$ cat config.mk
export PLATFORM = sky130hd
export DESIGN_NAME = instruction_fetch_unit
export DESIGN_NICKNAME = d
export VERILOG_FILES = /design/src/rtl/instruction_fetch_unit_pkg.sv /design/src/rtl/instruction_fetch_unit_fetch_queue.sv /design/src/rtl/instruction_fetch_unit.sv
export SDC_FILE = /design/constraint.sdc
export NUM_CORES = 1
export LEC_CHECK = 0
export BUFFER_PORTS_ARGS = -buffer_cell sky130_fd_sc_hd__buf_4
export CORE_MARGIN = 8
export CORE_UTILIZATION = 40
export CTS_CLUSTER_SIZE = 30
export DETAILED_ROUTE_END_ITERATION = 8
export PLACE_DENSITY = 0.68
export SYNTH_ARGS = -nofsm -noshare
export SYNTH_HDL_FRONTEND = slang
export SYNTH_HIERARCHICAL = 1
export SYNTH_SLANG_ARGS = --single-unit
$ cat constraint.sdc
create_clock -name CLK -period 13.5 [get_ports CLK]
set_clock_uncertainty 0.05 [all_clocks]
set_input_delay 1.35 -clock CLK [delete_from_list [all_inputs] [get_ports CLK]]
set_output_delay 1.35 -clock CLK [all_outputs]
set_load 0.1 [all_outputs]
$ cat src/rtl/instruction_fetch_unit_pkg.sv
// Shared widths and the fetch-queue entry type for the instruction fetch unit.
package instruction_fetch_unit_pkg;

  localparam int unsigned ADDR_W      = 64;
  localparam int unsigned INSTR_W     = 32;
  localparam int unsigned INSTR_BYTES = 4;

  typedef struct packed {
    logic [INSTR_W-1:0] instruction;
    logic [ADDR_W-1:0]  pc;
  } fetch_entry_t;

endpackage

$ cat src/rtl/instruction_fetch_unit_fetch_queue.sv
// Circular-buffer fetch queue with flush; head holds its last presented value while empty.
module instruction_fetch_unit_fetch_queue
  import instruction_fetch_unit_pkg::*;
#(
  parameter int unsigned DEPTH = 2
) (
  input  logic                         i_clk,
  input  logic                         i_rst,
  input  logic                         i_flush,
  input  logic                         i_push,
  input  logic                         i_pop,
  input  fetch_entry_t                 i_data,
  output fetch_entry_t                 o_head,
  output logic                         o_valid,
  output logic [$clog2(DEPTH):0]       o_count
);

  localparam int unsigned PTR_W = $clog2(DEPTH);
  localparam int unsigned CNT_W = PTR_W + 1;

  fetch_entry_t     r_mem [DEPTH];
  fetch_entry_t     r_last;
  logic [PTR_W-1:0] r_rd_ptr;
  logic [PTR_W-1:0] r_wr_ptr;
  logic [CNT_W-1:0] r_count;

  logic         w_wr;
  logic         w_rd;
  logic         w_valid;
  fetch_entry_t w_head;

  assign w_valid = (r_count != '0);
  assign w_wr    = i_push & ~i_flush;
  assign w_rd    = i_pop & w_valid & ~i_flush;
  assign w_head  = w_valid ? r_mem[r_rd_ptr] : r_last;

  // Storage needs no reset: the head is muxed to r_last whenever the queue is empty.
  always_ff @(posedge i_clk) begin
    if (w_wr) begin
      r_mem[r_wr_ptr] <= i_data;
    end
  end

  always_ff @(posedge i_clk or posedge i_rst) begin
    if (i_rst) begin
      r_rd_ptr <= '0;
      r_wr_ptr <= '0;
      r_count  <= '0;
      r_last   <= '0;
    end else if (i_flush) begin
      r_rd_ptr <= '0;
      r_wr_ptr <= '0;
      r_count  <= '0;
      r_last   <= w_head;
    end else begin
      r_last <= w_head;
      if (w_wr) begin
        r_wr_ptr <= r_wr_ptr + PTR_W'(1);
      end
      if (w_rd) begin
        r_rd_ptr <= r_rd_ptr + PTR_W'(1);
      end
      unique case ({w_wr, w_rd})
        2'b10:   r_count <= r_count + CNT_W'(1);
        2'b01:   r_count <= r_count - CNT_W'(1);
        default: r_count <= r_count;
      endcase
    end
  end

  assign o_head  = w_head;
  assign o_valid = w_valid;
  assign o_count = r_count;

endmodule

$ cat src/rtl/instruction_fetch_unit.sv
// Instruction fetch unit: owns the PC, drives the instruction-memory address and
// buffers fetched {instruction, pc} pairs for decode; branch redirects flush the queue.
module instruction_fetch_unit
  import instruction_fetch_unit_pkg::*;
#(
  parameter logic [ADDR_W-1:0] RESET_PC   = 64'h0,
  parameter int unsigned       FIFO_DEPTH = 2
) (
  input  logic               CLK,
  input  logic               RESET,
  input  logic               fetch_enable,
  output logic [ADDR_W-1:0]  imem_address,
  input  logic [INSTR_W-1:0] imem_instruction,
  input  logic               redirect_valid,
  input  logic [ADDR_W-1:0]  redirect_target,
  output logic               out_valid,
  input  logic               out_ready,
  output logic [INSTR_W-1:0] out_instruction,
  output logic [ADDR_W-1:0]  out_pc,
  output logic               misalign_err
);

  localparam int unsigned      CNT_W    = $clog2(FIFO_DEPTH) + 1;
  localparam logic [CNT_W-1:0] FULL_CNT = CNT_W'(FIFO_DEPTH);

  logic [ADDR_W-1:0] r_pc;
  logic              r_misalign;

  logic [CNT_W-1:0]  w_count;
  logic              w_valid;
  logic              w_pop;
  logic              w_space;
  logic              w_push;
  fetch_entry_t      w_head;
  fetch_entry_t      w_wr_entry;

  assign w_pop      = w_valid & out_ready;
  assign w_space    = (w_count < FULL_CNT) | w_pop;
  assign w_push     = fetch_enable & w_space & ~redirect_valid;
  assign w_wr_entry = '{instruction: imem_instruction, pc: r_pc};

  always_ff @(posedge CLK or posedge RESET) begin
    if (RESET) begin
      r_pc       <= RESET_PC;
      r_misalign <= 1'b0;
    end else if (redirect_valid) begin
      // Low address bits are forced to zero; a misaligned target is flagged, not trapped.
      r_pc <= {redirect_target[ADDR_W-1:2], 2'b00};
      if (redirect_target[1:0] != 2'b00) begin
        r_misalign <= 1'b1;
      end
    end else if (w_push) begin
      r_pc <= r_pc + ADDR_W'(INSTR_BYTES);
    end
  end

  instruction_fetch_unit_fetch_queue #(
    .DEPTH (FIFO_DEPTH)
  ) u_fetch_queue (
    .i_clk   (CLK),
    .i_rst   (RESET),
    .i_flush (redirect_valid),
    .i_push  (w_push),
    .i_pop   (w_pop),
    .i_data  (w_wr_entry),
    .o_head  (w_head),
    .o_valid (w_valid),
    .o_count (w_count)
  );

  assign imem_address    = r_pc;
  assign out_valid       = w_valid;
  assign out_instruction = w_head.instruction;
  assign out_pc          = w_head.pc;
  assign misalign_err    = r_misalign;

endmodule

==> summary by stage <==
Outcome
The run finished with clean final reports.

Global route
The via count of the first global-routing pass is 9559. The number of antenna violations at the first check in global routing is 1. The global-route congestion overflow total is 0. The maximum number of pins on one net before global-route repair is 106. The global-route usage over all layers is 17.4%. The first-pass GRT wire length is 56.7 mm.

Worst setup path
STA classifies the critical path endpoint as an output pin. The peak fanout along the critical path is 105. The most frequent cell on the critical path is sky130_fd_sc_hd__buf_4. Together, buffers and inverters on the worst path number 3. The signal on the critical path passes through or2_4 -> buf_4 -> buf_4 -> nor2_1 -> a21oi_1 -> buf_4.

The kind of start point of the critical path is a flip-flop. The family with the most delay on the worst path is buffers and inverters. The kind of critical path is reg -> out. The data required time of the worst path is 12.10 ns. The data arrival time of the worst path is 3.55 ns. In this design, the stage delay of the slowest critical-path cell is 0.85 ns.

On the critical path, the stage with the largest delay is an instance of sky130_fd_sc_hd__buf_4.

Pwr
Overall power consumption after layout is estimated at 3.52 mW. The power density over cell area is 197 mW/mm². Sequential cells account for 37.7% of the total power. The switching share of power is 40.6%. The leakage power is 6.64 nW. The combinational cell fraction of total power is 32.5%. The clock power share is 29.8%. The analysis attributes to net switching a power of 1.43 mW. IR analysis of the VDD net gives a maximum drop of 174 µV. The internal power of the cells totals 2.09 mW.

Clock tree
Once the clock tree was built, the resizer swapped 0 gates to a different size. The H-tree was split into 2 levels. The clock slew seen by the registers of the worst setup and hold paths is 0.06 ns.

The TritonCTS sink count is 355. At the later pin of the worst-skew pair, clock insertion delay measures 0.53 ns. Buffers added to address setup during post-CTS repair amount to 0. TritonCTS built the clock tree. The CTS buffer count is 39.

The root buffer cell chosen for the clock tree is sky130_fd_sc_hd__clkbuf_16. The number of hold buffers added after cts is 0. The clock tree buffer depth is 3.

Yosys
The synthesized-area fraction occupied by ao, oa, aoi and oai cells is 7.47%. In the post-synthesis netlist, the cell with the most instances is sky130_fd_sc_hd__edfxtp_1. The fraction of the mapped netlist area in adder cells is 0.0877%. The count of mapped cells out of synthesis is 1077. The mean instance size in the synthesized netlist is 13.2 µm². The proportion of register bits with asynchronous set or reset after synthesis is 45.9%. In the post-synthesis netlist, the biggest area contributors are sky130_fd_sc_hd__edfxtp_1, sky130_fd_sc_hd__dfrtp_1, sky130_fd_sc_hd__mux2i_1, sky130_fd_sc_hd__nor2_1, sky130_fd_sc_hd__a21oi_1. The library cell occupying the most area in the post-synthesis netlist is sky130_fd_sc_hd__edfxtp_1. The synthesized-area fraction occupied by xor and xnor cells is 1.97%.

The primary flip-flop cell chosen by synthesis mapping is sky130_fd_sc_hd__edfxtp_1. The combinational family with the most area after synthesis is simple AND/OR/NAND/NOR gates. Yosys mapped the design onto 48 distinct sky130hd cell types.

For this run, the number of Yosys warnings is 6. Summing the areas of all and, or, nand and nor instances in the mapped netlist gives 11.3% of the synthesized area. Summed over its instances, the top area cell type makes up 40.4% of the synthesized netlist area. After synthesis, the share of cell area in mux cells is 7.03%. After synthesis, flip-flops and latches occupy 69.0% of the total area.

Synthesis inferred 355 register bits. The synthesized design contains 192 enable-type register cells. After synthesis the cells add up to 0.0143 mm². By count the netlist is led by sky130_fd_sc_hd__edfxtp_1, sky130_fd_sc_hd__dfrtp_1, sky130_fd_sc_hd__nor2_1.

Drt
Summed over all layers, the routed wires come to 37.2 mm. The number of routed nets with antenna violations is 0. After detailed routing, the number of vias per cell comes to 5.16. For this run, design rule violations remaining after detail routing come to 0.

The via count is 9449. The total iterations of the first detailed-routing run is 5. The DRC marker count from the first detailed-route iteration is 551. In the final routed layout, each cell accounts on average for 20.3 µm.

Final layout
The share of cells above drive strength 1 is 25.9%. Summing all flip-flop and latch instances after layout gives 0.00985 mm². Cells fill 50.4% of the core in the end. The number of nets in the layout is 1442. The synthesis-to-finish area growth is 24.8%. The area used by multi-input combinational logic is 0.00401 mm².

The antenna diode count is 0. Counting the fill cells in the layout gives 3019.

Floorplanning
The floorplan step defined a die boundary enclosing 0.0420 mm². The die width is 205 µm. The die extent in y is 205 µm. The floorplan has 69 rows. The core outline area is 0.0353 mm². 263 I/O pins were placed. The initial core utilization is 40.4%.

Placement
The total half-perimeter wirelength after legalization and detailed placement is 25.1 mm. The number of buffer cells added on primary ports is 260. The routability-driven placement congestion ratio is 0.782.

STA
The number of max-slew violations in the final report is 0. Headroom to the max-slew limit came out at 24.4%. For this run, the top clock speed supported by timing is 202 MHz. Of the available clock period, the critical path in the final layout requires 36.6%. Setup repair after global routing left no endpoint under its margin. The final hold violation count came to 0. The transition time of the tightest slew-check pin is 1.13 ns. Setup violations remaining at the end of the flow were counted as 0. The clock period minus worst slack is 4.95 ns. The total negative setup slack is 0 ns.

Run
The tool flagged a number of max-cap violations equal to 0.

Hold path
The type of the tightest min-delay check is reg -> reg.
==> cell usage in the layout (no fill, tap or decap), types with 21 or more instances in the layout <==
master / count
sky130_fd_sc_hd__buf_4: 270
sky130_fd_sc_hd__o21ai_0: 44
sky130_fd_sc_hd__edfxtp_1: 192
sky130_fd_sc_hd__nand4_1: 21
sky130_fd_sc_hd__a31oi_1: 23
sky130_fd_sc_hd__clkbuf_16: 41
sky130_fd_sc_hd__nand2_1: 57
sky130_fd_sc_hd__nand3_1: 32
sky130_fd_sc_hd__a21oi_1: 90
sky130_fd_sc_hd__mux2i_1: 99
sky130_fd_sc_hd__dfrtp_1: 162
sky130_fd_sc_hd__nor2_1: 134
==> power groups by stage <==
stage	registers, mW	logic, mW	clock network [mW]
4_1_cts	1.33	1.15	1.07
6_report	1.33	1.14	1.05
5_1_grt	1.34	1.18	1.12
3_5_place_dp	1.35	1.15	0
2_1_floorplan	1.46	0.790	0
3_3_place_gp	1.34	1.14	0
==> kinds of logic (layout without fill, tap and decap cells) <==
group | after synthesis | in the layout
xor gates and xnor gates | 32 | 32
muxes | 100 | 100
buffers and inverters | 68 | 356
adders and majority gates | 1 | 1
DFF | 355 | 355
and+or+nand+nor | 330 | 330
other | 1 | 6
AOI/OAI and AO/OA | 190 | 190
==> through the flow <==
stage               instances  hold WS (ns)  setup slack [ns]  instance area, µm²
CTS                      1831         0.455              8.50               17800
global route             1831         0.487              8.25               17800
detailed placement       1760         0.436              8.96               16500
floorplan                1082         0.473              6.57               14300
global placement         1760         0.402              9.05               16500
finish                   1831         0.446              8.55               17800
==> final timing paths <==
path,depth (start not counted),from,slack [ns],to
worst min-delay path,1,misalign_err,0.45,misalign_err
max in group asynchronous,3,RESET,11.17,u_fetch_queue/r_last[90]
worst min register to register,1,misalign_err,0.45,misalign_err
worst max-delay path,6,u_fetch_queue/o_count[1],8.55,out_pc[30]
worst max register to register,7,u_fetch_queue/o_count[1],9.89,u_fetch_queue/r_mem[1][66]
min in group asynchronous,2,RESET,0.80,u_fetch_queue/r_last[8]
==> state kept, by name (all words and copies together), names as in the netlist <==
name                    flops
u_fetch_queue/o_count       2
u_fetch_queue/r_mem       192
u_fetch_queue/r_rd_ptr      1
misalign_err                1
imem_address               62
u_fetch_queue/r_last       96
u_fetch_queue/r_wr_ptr      1
==> layout make-up <==
cell class / count / share of cell area, %
Sequential cell: 355 / 55.3
Multi-Input combinational cell: 659 / 22.5
Timing Repair Buffer: 270 / 11.4
Clock buffer: 52 / 6.22
Tap cell: 461 / 3.24
Clock inverter: 19 / 0.977
Inverter: 15 / 0.330
==> layer usage <==
layer | wire length, µm | global-route usage [%]
met5 | 11 | 0
met4 | 1290 | 6.84
met3 | 2420 | 3.98
met2 | 17700 | 27.9
met1 | 15800 | 22.7
Note: power is estimated with default switching activity, not from simulation.
